## config.mk

```make
export PLATFORM = sky130hd
export DESIGN_NAME = integer_to_one_hot_pipe_flat
export DESIGN_NICKNAME = d
export VERILOG_FILES = /design/src/rtl/integer_to_one_hot_pipe_if.sv /design/src/rtl/integer_to_one_hot_pipe.sv /design/src/flat_wrapper.sv
export SDC_FILE = /design/constraint.sdc
export NUM_CORES = 1
export LEC_CHECK = 0
export BUFFER_PORTS_ARGS = -buffer_cell sky130_fd_sc_hd__buf_2
export CAP_MARGIN = 20
export CELL_PAD_IN_SITES_DETAIL_PLACEMENT = 0
export CELL_PAD_IN_SITES_GLOBAL_PLACEMENT = 1
export CORE_ASPECT_RATIO = 1.1
export CORE_MARGIN = 3
export CORE_UTILIZATION = 30
export CTS_CLUSTER_DIAMETER = 100
export DETAILED_ROUTE_END_ITERATION = 12
export GPL_TIMING_DRIVEN = 0
export PLACE_DENSITY_LB_ADDON = 0.1
export SLEW_MARGIN = 20
export SYNTH_ARGS = -nofsm -noshare
export SYNTH_HDL_FRONTEND = slang
export SYNTH_SLANG_ARGS = --single-unit
export TNS_END_PERCENT = 20
```

## constraint.sdc

```tcl
create_clock -name clk -period 1.56 [get_ports clk]
set_input_delay 0.312 -clock clk [delete_from_list [all_inputs] [get_ports clk]]
set_output_delay 0.312 -clock clk [all_outputs]
set_load 0.01 [all_outputs]
```

## src/rtl/integer_to_one_hot_pipe_if.sv

```systemverilog
// Stream interface for the integer-to-one-hot pipe: index in, decoded vector out.
// The DUT uses the slave modport. The producer/consumer side uses the master modport.
interface integer_to_one_hot_pipe_if #(
    parameter int C_WIDTH   = 32,
    parameter int ERR_CNT_W = 8
);
    localparam int IDX_W = $clog2(C_WIDTH);

    logic                 in_valid;
    logic                 in_ready;
    logic [IDX_W-1:0]     in_int;
    logic                 out_valid;
    logic                 out_ready;
    logic [C_WIDTH-1:0]   one_hot;
    logic                 out_of_range;
    logic [ERR_CNT_W-1:0] err_count;

    modport slave (
        input  in_valid, in_int, out_ready,
        output in_ready, out_valid, one_hot, out_of_range, err_count
    );

    modport master (
        output in_valid, in_int, out_ready,
        input  in_ready, out_valid, one_hot, out_of_range, err_count
    );
endinterface

```

## src/rtl/integer_to_one_hot_pipe.sv

```systemverilog
// Registered index-to-one-hot decoder behind a 2-entry skid FIFO.
// Decoding happens at push time, so the FIFO holds finished vectors.
module integer_to_one_hot_pipe #(
    parameter int C_WIDTH   = 32,
    parameter int ERR_CNT_W = 8
) (
    input  logic                         clk,
    input  logic                         rst_n,
    integer_to_one_hot_pipe_if.slave     io_pipe
);
    localparam int IDX_W = $clog2(C_WIDTH);

    typedef enum logic [1:0] {
        S_EMPTY = 2'd0,
        S_ONE   = 2'd1,
        S_TWO   = 2'd2
    } state_t;

    state_t               r_state;
    logic                 r_in_ready;
    logic                 r_out_valid;
    logic [C_WIDTH-1:0]   r_head_oh;
    logic                 r_head_oor;
    logic [C_WIDTH-1:0]   r_tail_oh;
    logic                 r_tail_oor;
    logic [ERR_CNT_W-1:0] r_err_count;

    logic                 w_push;
    logic                 w_pop;
    logic [C_WIDTH-1:0]   w_in_oh;
    logic                 w_in_oor;

    function automatic logic [C_WIDTH-1:0] decodeIdx(input logic [IDX_W-1:0] idx);
        logic [C_WIDTH-1:0] v;
        v = '0;
        for (int i = 0; i < C_WIDTH; i++) begin
            if (idx == IDX_W'(i)) v[i] = 1'b1;
        end
        return v;
    endfunction

    assign w_push   = io_pipe.in_valid & r_in_ready;
    assign w_pop    = r_out_valid & io_pipe.out_ready;
    assign w_in_oh  = decodeIdx(io_pipe.in_int);
    assign w_in_oor = (32'(io_pipe.in_int) >= 32'(C_WIDTH));

    // in_ready and out_valid are registered alongside the state so they never depend on out_ready combinationally
    always_ff @(posedge clk or negedge rst_n) begin
        if (!rst_n) begin
            r_state     <= S_EMPTY;
            r_in_ready  <= 1'b1;
            r_out_valid <= 1'b0;
            r_head_oh   <= '0;
            r_head_oor  <= 1'b0;
            r_tail_oh   <= '0;
            r_tail_oor  <= 1'b0;
            r_err_count <= '0;
        end else begin
            if (w_push && w_in_oor && (r_err_count != '1)) begin
                r_err_count <= r_err_count + ERR_CNT_W'(1);
            end
            case (r_state)
                S_EMPTY: begin
                    if (w_push) begin
                        r_head_oh   <= w_in_oh;
                        r_head_oor  <= w_in_oor;
                        r_out_valid <= 1'b1;
                        r_state     <= S_ONE;
                    end
                end
                S_ONE: begin
                    if (w_push && w_pop) begin
                        r_head_oh  <= w_in_oh;
                        r_head_oor <= w_in_oor;
                    end else if (w_push) begin
                        r_tail_oh  <= w_in_oh;
                        r_tail_oor <= w_in_oor;
                        r_in_ready <= 1'b0;
                        r_state    <= S_TWO;
                    end else if (w_pop) begin
                        r_head_oh   <= '0;
                        r_head_oor  <= 1'b0;
                        r_out_valid <= 1'b0;
                        r_state     <= S_EMPTY;
                    end
                end
                S_TWO: begin
                    if (w_pop) begin
                        r_head_oh  <= r_tail_oh;
                        r_head_oor <= r_tail_oor;
                        r_in_ready <= 1'b1;
                        r_state    <= S_ONE;
                    end
                end
                default: begin
                    r_state     <= S_EMPTY;
                    r_in_ready  <= 1'b1;
                    r_out_valid <= 1'b0;
                    r_head_oh   <= '0;
                    r_head_oor  <= 1'b0;
                end
            endcase
        end
    end

    assign io_pipe.in_ready     = r_in_ready;
    assign io_pipe.out_valid    = r_out_valid;
    assign io_pipe.one_hot      = r_head_oh;
    assign io_pipe.out_of_range = r_head_oor;
    assign io_pipe.err_count    = r_err_count;

endmodule

```

## src/flat_wrapper.sv

```systemverilog
// flat-port wrapper written by rule: the top's interface ports become plain ports
module integer_to_one_hot_pipe_flat 
#(
    parameter int C_WIDTH   = 32,
    parameter int ERR_CNT_W = 8
)
  (clk, rst_n, io_pipe_in_valid, io_pipe_in_int, io_pipe_out_ready, io_pipe_in_ready, io_pipe_out_valid, io_pipe_one_hot, io_pipe_out_of_range, io_pipe_err_count);
  integer_to_one_hot_pipe_if #(.C_WIDTH(C_WIDTH), .ERR_CNT_W(ERR_CNT_W)) io_pipe_i ();
  input  logic clk;
  input  logic rst_n;
  input wire logic [$bits(io_pipe_i.in_valid)-1:0] io_pipe_in_valid;
  input wire logic [$bits(io_pipe_i.in_int)-1:0] io_pipe_in_int;
  input wire logic [$bits(io_pipe_i.out_ready)-1:0] io_pipe_out_ready;
  output wire logic [$bits(io_pipe_i.in_ready)-1:0] io_pipe_in_ready;
  output wire logic [$bits(io_pipe_i.out_valid)-1:0] io_pipe_out_valid;
  output wire logic [$bits(io_pipe_i.one_hot)-1:0] io_pipe_one_hot;
  output wire logic [$bits(io_pipe_i.out_of_range)-1:0] io_pipe_out_of_range;
  output wire logic [$bits(io_pipe_i.err_count)-1:0] io_pipe_err_count;
  assign io_pipe_i.in_valid = io_pipe_in_valid;
  assign io_pipe_i.in_int = io_pipe_in_int;
  assign io_pipe_i.out_ready = io_pipe_out_ready;
  assign io_pipe_in_ready = io_pipe_i.in_ready;
  assign io_pipe_out_valid = io_pipe_i.out_valid;
  assign io_pipe_one_hot = io_pipe_i.one_hot;
  assign io_pipe_out_of_range = io_pipe_i.out_of_range;
  assign io_pipe_err_count = io_pipe_i.err_count;
  integer_to_one_hot_pipe #(.C_WIDTH(C_WIDTH), .ERR_CNT_W(ERR_CNT_W)) u_core (.clk(clk), .rst_n(rst_n), .io_pipe(io_pipe_i));
endmodule
```

Word-level counts from Yosys, hierarchy flattened:

Cells that the tools add are included.

* register bits: 69
* input bits: 9
* output and inout bits: 43
* logic and storage cells: 116

* eq/ne operators: 42
* muxes and demuxes: 55
* bitwise operators: 5
* reduce and logical (&&, ||, !) cells: 8

Operators by type and width (number)
* 32-bit two-way mux: 5
* 32-bit case mux with 3 select lines: 1
* 5-bit equality test (second input constant): 16
* 5-bit by 4-bit equality test with 1-bit output (second input constant): 8
* 1-bit two-way mux: 40
* 5-bit by 3-bit equality test with 1-bit output (second input constant): 4
* 4-bit AND reduction: 3
* 5-bit by 2-bit equality test with 1-bit output (second input constant): 2
* 2-bit two-way mux: 5
* 1-bit case mux with 3 select lines: 3
* 2-bit by 1-bit inequality test with 1-bit output (second input constant): 4
* 3-bit by 1-bit inequality test with 1-bit output (second input constant): 2
* 2-bit case mux with 3 select lines: 1
* 5-bit by 1-bit equality test with 1-bit output (second input constant): 1
* 5-bit zero test: 1
* 5-bit AND reduction: 1
* 2-bit inequality test (second input constant): 2
* 3-bit inequality test (second input constant): 1
* 1-bit inverter: 3
* 3-bit AND reduction: 1
* 1-bit AND: 2
* 2-bit by 1-bit equality test with 1-bit output (second input constant): 1
* 2-bit equality test (second input constant): 1
* 2-bit zero test: 1
* 1-bit logical AND: 1

Longest topological paths before layout:

Gate-level depths: netlist (run 1).

* depth in word-level cells: 5
* depth in mapped cells: 6

Worst setup path after synthesis (run 1):

OpenSTA, ideal clock, no wires.

* path type: register to register
* start point: register u_core.r_in_ready, in the netlist u_core.io_pipe.in_ready
* end point: register u_core.r_tail_oh[10]
* setup time: 110 ps
* arrival: 1465 ps
* data required time: 1450 ps
* path slack: -15 ps
* stages on the path, launching flop included: 5
* buffers on the path: 1
* period minus slack after synthesis: 1575 ps
* cells stage by stage: dfstp_2 and3b_1 nand3_4 buf_2 o41ai_1

* word-level cells in the longest chain between the ends: 4

Ends and longest elaborated chain
* from (decl): line integer_to_one_hot_pipe.sv:20 `logic r_in_ready;`
* from (signal assigned): line integer_to_one_hot_pipe.sv:51 `r_in_ready <= 1'b1;`
* from (signal assigned): line integer_to_one_hot_pipe.sv:78 `r_in_ready <= 1'b0;`
* from (signal assigned): line integer_to_one_hot_pipe.sv:91 `r_in_ready <= 1'b1;`
* 1-bit AND (*): line integer_to_one_hot_pipe.sv:42 `assign w_push = io_pipe.in_valid & r_in_ready;`
* 1-bit logical AND: line integer_to_one_hot_pipe.sv:72 `if (w_push && w_pop) begin`
* 1-bit inverter (no source line)
* 3-bit AND reduction (no source line) (*)
* to (signal assigned): line integer_to_one_hot_pipe.sv:76 `r_tail_oh <= w_in_oh;`
* to (decl): line integer_to_one_hot_pipe.sv:24 `logic [C_WIDTH-1:0] r_tail_oh;`

Every way passes the cells marked *; elsewhere a longest branch is shown, timed or not.
A chain may end at the register's enable or synchronous reset.

Worst setup path in the final report (run 1):

* start point: register u_core.r_in_ready, in the netlist u_core.io_pipe.in_ready
* end point: register u_core.r_tail_oh[15]

The elaborated chain is that of the path after synthesis.

==> flow_summary.yaml, run 1 <==
timing:
  period_minus_slack_ns: 1.62
  layout_setup_ws_ns: -0.0646
  setup_tns_ns: -1.04
  hold_viol_final: 0
  post-route-period-util: 1.04
  setup_viol: 27
  slew_viol_final: 0
  skew_ns: 0.0106
  tightest_slew_ns: 0.766
  max_freq_ghz: 0.616
  slew_headroom: 0.489
  holdWs_ns: 0.250
  rsz0062_at_grt: "yes"
route:
  final_antenna_net_count: 0
  finalWirelength_mm: 9.69
  vias_per_cell: 5.29
  wl_per_cell_um: 19.2
  drc_errors: 0
  vias: 2673
  dr.pass1.iters: 4
  drt_iter0_drc: 91
yosys:
  muxShareOfSynthArea: 0
  synth_simple_gate_area_frac: 0.117
  synth_adder_area_share: 0
  syn_area_um2: 3200
  syn_area_per_cell_um2: 11.0
  ys_seq_area_frac: 0.532
  yosys_warnings: 0
  synth_compound_area_frac: 0.286
  synthXorXnorAreaFrac: 0
  syn_inst: 290
  ys_seq_elements: 68
  synth_top_family_by_area: "compound AO/OA/AOI/OAI gates"
  synth.distinct_cells: 37
clocking:
  cts.htree.levels: 3
  cts_buffers: 9
  clk_pin_slew_ns: 0.08
  cts_root_buffer: "clkbuf_8"
  clock_latency_ns: 0.35
  cts_tree: "built"
  cts_max_path_buffers: 2
  clock-sinks: 68
critical_path:
  crit_arrival_ns: 1.87
  crit_type: "reg2reg"
  start_kind: "flop"
  reg2reg_from: "u_core.io_pipe.in_ready$_DFFE_PN1P_"
  r2r_slack_ns: -0.06
  crit_chain: "and3b_2 > nand3_4 > buf_4 > o41ai_4"
  cp_slowest_cell: "dfstp_2"
  crit_fanout: 9
  r2r-end: "u_core.r_tail_oh[15]$_DFFE_PN0P_"
  ff2ff_path_depth: 4
  path_buf_inv: 1
  cp.required_ns: 1.81
  crit_family: "flip-flops"
  startpoint: "u_core.io_pipe.in_ready$_DFFE_PN1P_"
  critPathCapture: "u_core.r_tail_oh[15]$_DFFE_PN0P_"
  critPathCaptureType: "flop"
  slowest_delay_ns: 0.59
  crit_cells: 4
grt:
  use_met3: 0.0282
  grt_pass1_vias: 2606
  antenna_found_initial: 0
  grtUsageMet1: 0.237
  grt_max_degree: 50
  grt_usage: 0.169
  grt_pass1_wl_mm: 15.5
  grt_overflow_total: 0
  use_met2: 0.266
  busiest_layer: "met2"
floorplan:
  io_pins: 52
  rows: 38
  fp.dieW_um: 104
  die_y_um: 114
  fp.dieArea_um2: 11900
  start_util: 0.316
  core_area_um2: 10100
run_status:
  failed_checks: "negative setup slack"
  status: "complete, but fails checks"
power:
  power.density_nw_per_um2: 871
  leakagePower_nw: 1.90
  vdd_drop_max_v: 0.000442
  p_total_mw: 3.63
finish:
  fill_cells: 1038
  drive_gt1_frac: 0.367
  num-nets-final: 369
  area_growth_pct: 30.4
  multiInputGateArea_um2: 1510
  diodes: 0
  regArea_um2: 1700
placement:
  io_buffers: 42
  dp_hpwl_mm: 6.41
  place.gp.congestion: 0.787
hold_path:
  hold_depth: 2
  hold_path_class: "in2reg"
run:
  cap_violations: 0
## routing by layer
| layer | vias up | wire length (um) | part of all wire |
|---|---|---|---|
| li1 | 1253 | - | - |
| met1 | 1353 | 4630 | 0.48 |
| met2 | 54 | 4600 | 0.47 |
| met3 | 13 | 280 | 0.029 |
| met4 | 0 | 174 | 0.018 |
| met5 | - | 0 | 0 |
## how the worst min path moves through the flow
stage / from / end / slack (ns)
floorplan: rst_n / u_core.io_pipe.one_hot[0]$_DFFE_PN0P_ / 0.02
global placement: u_core.r_tail_oh[12]$_DFFE_PN0P_ / u_core.r_tail_oh[12]$_DFFE_PN0P_ / 0.46
detailed placement: rst_n / u_core.io_pipe.out_valid$_DFFE_PN0P_ / 0.22
CTS: io_pipe_out_ready / u_core.r_state[1]$_DFFE_PN0P_ / 0.24
global route: io_pipe_out_ready / u_core.r_state[1]$_DFFE_PN0P_ / 0.26
finish: io_pipe_out_ready / u_core.r_state[1]$_DFFE_PN0P_ / 0.25
## logic make-up (layout without fill, tap and decap cells)
family,after synthesis,count (layout)
AO/OA/AOI/OAI,111,111
buffers and inverters,37,104
flip-flops,68,68
other,1,9
AND/OR/NAND/NOR,73,73
## synthesized netlist by cell type, drive strengths merged
cell | instances | area share
nand4 | 1 | 0.0067
nor2 | 8 | 0.0094
and2 | 3 | 0.0063
dfstp | 1 | 0.0082
nor2b | 1 | 0.0020
or2 | 1 | 0.0020
and3 | 1 | 0.0020
o41ai | 12 | 0.033
a21o | 1 | 0.0027
o2bb2ai | 32 | 0.092
or3 | 1 | 0.0020
and2b | 4 | 0.0094
clkbuf | 13 | 0.016
a21oi | 5 | 0.0078
o31ai | 20 | 0.047
buf | 24 | 0.048
nand3 | 4 | 0.010
and3b | 1 | 0.0027
nand3b | 4 | 0.0094
o21ai | 6 | 0.0094
dfrtp | 67 | 0.52
conb | 1 | 0.0012
a32oi | 24 | 0.066
a31oi | 1 | 0.0020
a22oi | 8 | 0.019
nand2b | 4 | 0.0078
nand2 | 40 | 0.047
a211oi | 2 | 0.0086
## area by class of cell
cell class | count | share of cell area
Buffer | 37 | 0.0618
Clock buffer | 10 | 0.0306
Clock inverter | 6 | 0.0213
Multi-Input combinational cell | 193 | 0.361
Sequential cell | 68 | 0.408
Tap cell | 140 | 0.0420
Timing Repair Buffer | 51 | 0.0744
## through the flow
step | setup WS, ns | utilization | instances | cell area (um^2)
2_1_floorplan | 0.00372 | - | 298 | 3230
3_3_place_gp | -0.368 | 0.357 | 480 | 3610
3_5_place_dp | -0.368 | 0.360 | 481 | 3640
4_1_cts | -0.0704 | 0.399 | 505 | 4040
5_1_grt | -0.157 | 0.412 | 505 | 4170
6_report | -0.0646 | 0.412 | 505 | 4170
## power breakdown
group          internal, mW  switching, mW  total [mW]
combinational        0.0691          0.175       0.244
sequential             1.76              0        1.76
clock                 0.900          0.724        1.62
total                  2.73          0.899        3.63
## state kept, by name, summed over array words and instances (netlist names)
register,cells
u_core.io_pipe.out_valid,1
u_core.io_pipe.one_hot,32
u_core.r_state,2
u_core.io_pipe.in_ready,1
u_core.r_tail_oh,32
## what timing repair did
action,CTS,global route
gates resized for setup,33,32
buffers inserted,6,0
cloned,1,0
hold buffers,1,0
pin swaps,9,11
setup endpoints to repair,64,64
endpoints found under the hold margin,19,0
## placed cells by master, fill, tap and decap left out, types with 2 or more instances in the layout
master / synthesis / routed
o31ai_2: 0 / 2
dfrtp_1: 67 / 67
o2bb2ai_2: 2 / 2
buf_2: 11 / 48
o31ai_1: 20 / 18
clkinvlp_4: 0 / 2
o2bb2ai_1: 30 / 30
a22oi_1: 8 / 8
nor2_1: 8 / 6
clkbuf_1: 12 / 7
and2_1: 2 / 2
buf_4: 11 / 22
conb_1: 1 / 9
o21ai_2: 0 / 3
bufinv_16: 0 / 2
o41ai_2: 0 / 10
clkbuf_4: 0 / 2
nand2_1: 40 / 39
a32oi_1: 24 / 17
o21ai_0: 4 / 2
a21oi_2: 0 / 2
nand2b_1: 4 / 4
a32oi_2: 0 / 7
nand3b_1: 4 / 4
clkbuf_8: 0 / 9
nand3_1: 3 / 3
a21oi_1: 5 / 3
nor2_2: 0 / 2
and2b_1: 4 / 4
buf_6: 1 / 6
Note: power is estimated with default switching activity, not from simulation.
==> inputs of run 2 (changes only) <==
--- a/config.mk
+++ b/config.mk
@@ -10,10 +10,10 @@
 export CELL_PAD_IN_SITES_DETAIL_PLACEMENT = 0
 export CELL_PAD_IN_SITES_GLOBAL_PLACEMENT = 1
 export CORE_ASPECT_RATIO = 1.1
-export CORE_MARGIN = 3
 export CORE_UTILIZATION = 30
 export CTS_CLUSTER_DIAMETER = 100
 export DETAILED_ROUTE_END_ITERATION = 12
+export GPL_ROUTABILITY_DRIVEN = 0
 export GPL_TIMING_DRIVEN = 0
 export PLACE_DENSITY_LB_ADDON = 0.1
 export SLEW_MARGIN = 20
==> run 2 against run 1 <==
  * The flow still finishes with violations (negative setup slack)
  * Final area grew 4.7%
  * Combinational power grew 5%
  * Hold slack gained 0.027 ns
  * Global-route usage grew 2.7 points
  * Critical endpoint is now u_core.r_tail_oh[5]$_DFFE_PN0P_
==> flow_summary.yaml, run 2 (same netlist as run 1, synthesis figures left out) <==
power:
  p_clk_frac: 0.482
  combPwrFrac: 0.065
  vdd_drop_max_v: 0.000459
  p_seq_frac: 0.453
  intPower_mw: 2.90
  p_total_mw: 3.90
  p_switching_mw: 0.995
  leakagePower_nw: 1.97
  power.density_nw_per_um2: 893
  p_sw_frac: 0.255
route:
  finalWirelength_mm: 9.92
  wl_met2_mm: 4.77
  dr.pass1.iters: 4
  wl_met3_um: 222
  top_layer: "met4"
  vias: 2666
  vias_per_cell: 5.21
  wl_per_cell_um: 19.4
  drt-met1-wl_mm: 4.72
  final_antenna_net_count: 0
  drc_errors: 0
  drt_iter0_drc: 118
grt:
  grt_pass1_wl_mm: 16.0
  grt_usage: 0.196
  grt_max_degree: 41
  grt_overflow_total: 0
  grt_pass1_vias: 2792
  antenna_found_initial: 0
critical_path:
  slowest_delay_ns: 0.57
  ff2ff_path_depth: 6
  crit_fanout: 10
  r2r-end: "u_core.r_tail_oh[5]$_DFFE_PN0P_"
  crit_chain: "and3b_2 > nand3_4 > buf_4 > clkbuf_8 > nand2_1 > o41ai_2"
  reg2reg_from: "u_core.io_pipe.in_ready$_DFFE_PN1P_"
  crit_family: "flip-flops"
  crit_type: "reg2reg"
  cp.required_ns: 1.75
  cp_slowest_cell: "dfstp_2"
  critPathCaptureType: "flop"
  path_buf_inv: 2
  r2r_slack_ns: -0.05
  crit_arrival_ns: 1.80
  start_kind: "flop"
timing:
  setup_tns_ns: -1.04
  max_freq_ghz: 0.619
  skew_ns: 0.00764
  post-route-period-util: 1.03
  slew_headroom: 0.506
  setup_viol: 35
  slew_viol_final: 0
  hold_viol_final: 0
  rsz0062_at_grt: "yes"
  period_minus_slack_ns: 1.61
  tightest_slew_ns: 0.741
  layout_setup_ws_ns: -0.0542
hold_path:
  whs_endpoint: "u_core.r_state[1]$_DFFE_PN0P_"
  hold_path_class: "in2reg"
  min_from: "io_pipe_out_ready"
  hold_depth: 2
finish:
  num-nets-final: 374
  diodes: 0
  area_growth_pct: 36.5
  fill_cells: 1035
  final_cell_mix: "dfrtp_1 (67), buf_2 (48), nand2_1 (38), o2bb2ai_1 (28), buf_4 (21)"
  final_common_cell: "dfrtp_1"
  drive_gt1_frac: 0.396
  utilization: 0.420
run_status:
  failed_checks: "negative setup slack"
  status: "complete, but fails checks"
placement:
  post-place-ws_ns: -0.350
  dp_hpwl_mm: 6.35
  io_buffers: 42
floorplan:
  start_util: 0.308
  io_pins: 52
  die_y_um: 110
  fp.dieArea_um2: 11100
  core_area_um2: 10400
  fp.dieW_um: 100
  rows: 39
clocking:
  cts_buffers: 9
  cts_root_buffer: "clkbuf_16"
  cts_tree: "built"
  clock_latency_ns: 0.34
  clock-sinks: 68
  cts.htree.levels: 3
  clk_pin_slew_ns: 0.06
  cts_max_path_buffers: 2
run:
  cap_violations: 0
[run 2: cell count changes in the layout (fill, tap and decap cells not counted), sizes merged]
cell | previous run | this run
bufinv | 2 | 0
clkbuf | 19 | 18
buf | 78 | 83
clkinv | 2 | 4
[run 2: per-layer routing]
layer,global-route usage,vias up
met3,0.0303,15
met5,0,-
met4,0.0839,0
met2,0.316,49
met1,0.263,1344
li1,-,1258
[run 2: power groups by stage]
| stage | sequential [mW] | combinational [mW] | clock (mW) |
|---|---|---|---|
| 4_1_cts | 1.76 | 0.250 | 1.92 |
| 3_5_place_dp | 1.80 | 0.221 | 0 |
| 6_report | 1.76 | 0.255 | 1.88 |
| 3_3_place_gp | 1.80 | 0.213 | 0 |
| 5_1_grt | 1.76 | 0.281 | 1.99 |
| 2_1_floorplan | 1.80 | 0.107 | 0 |
[run 2: layout make-up]
type                       count  area (um^2)  area share
timing repair buffer          56          379      0.0868
tap                          143          179      0.0410
multi-input combinational    193         1550       0.355
sequential                    68         1700       0.390
clock inverter                 6         42.5     0.00974
buffer                        37          287      0.0656
clock buffer                   9          225      0.0516
[run 2: how the worst max path moves through the flow]
stage | from | to | slack [ns] | cells past startpoint
floorplan | u_core.io_pipe.in_ready$_DFFE_PN1P_ | u_core.io_pipe.one_hot[12]$_DFFE_PN0P_ | 0.004 | 5
global placement | io_pipe_in_int[0] | u_core.io_pipe.one_hot[28]$_DFFE_PN0P_ | -0.34 | 6
detailed placement | io_pipe_in_int[0] | u_core.io_pipe.one_hot[28]$_DFFE_PN0P_ | -0.35 | 6
CTS | u_core.io_pipe.in_ready$_DFFE_PN1P_ | u_core.io_pipe.one_hot[2]$_DFFE_PN0P_ | -0.06 | 7
global route | u_core.r_state[0]$_DFFE_PN0P_ | u_core.io_pipe.one_hot[3]$_DFFE_PN0P_ | -0.15 | 6
finish | u_core.io_pipe.in_ready$_DFFE_PN1P_ | u_core.r_tail_oh[5]$_DFFE_PN0P_ | -0.05 | 6
[run 2: per-stage QoR]
| stage | hold slack [ns] | area (um^2) | std cells |
|---|---|---|---|
| finish | 0.277 | 4370 | 512 |
| global route | 0.305 | 4370 | 512 |
| CTS | 0.271 | 4280 | 512 |
| detailed placement | 0.284 | 3650 | 484 |
| global placement | 0.458 | 3620 | 483 |
| floorplan | 0.0164 | 3230 | 298 |
[run 2: repair_timing]
item | in CTS | in global routing
hold endpoints to repair | 28 | 0
pin swaps | 37 | 6
buffers inserted | 10 | 0
resized for setup | 58 | 22
setup endpoints to repair | 64 | 63
cloned | 2 | 0
hold buffers | 1 | 0
[run 2: worst register-to-register path: stages (launching register included)]
cell	delay, ns
dfstp_2	0.57
and3b_2	0.24
nand3_4	0.15
buf_4	0.18
clkbuf_8	0.15
nand2_1	0.10
o41ai_2	0.08
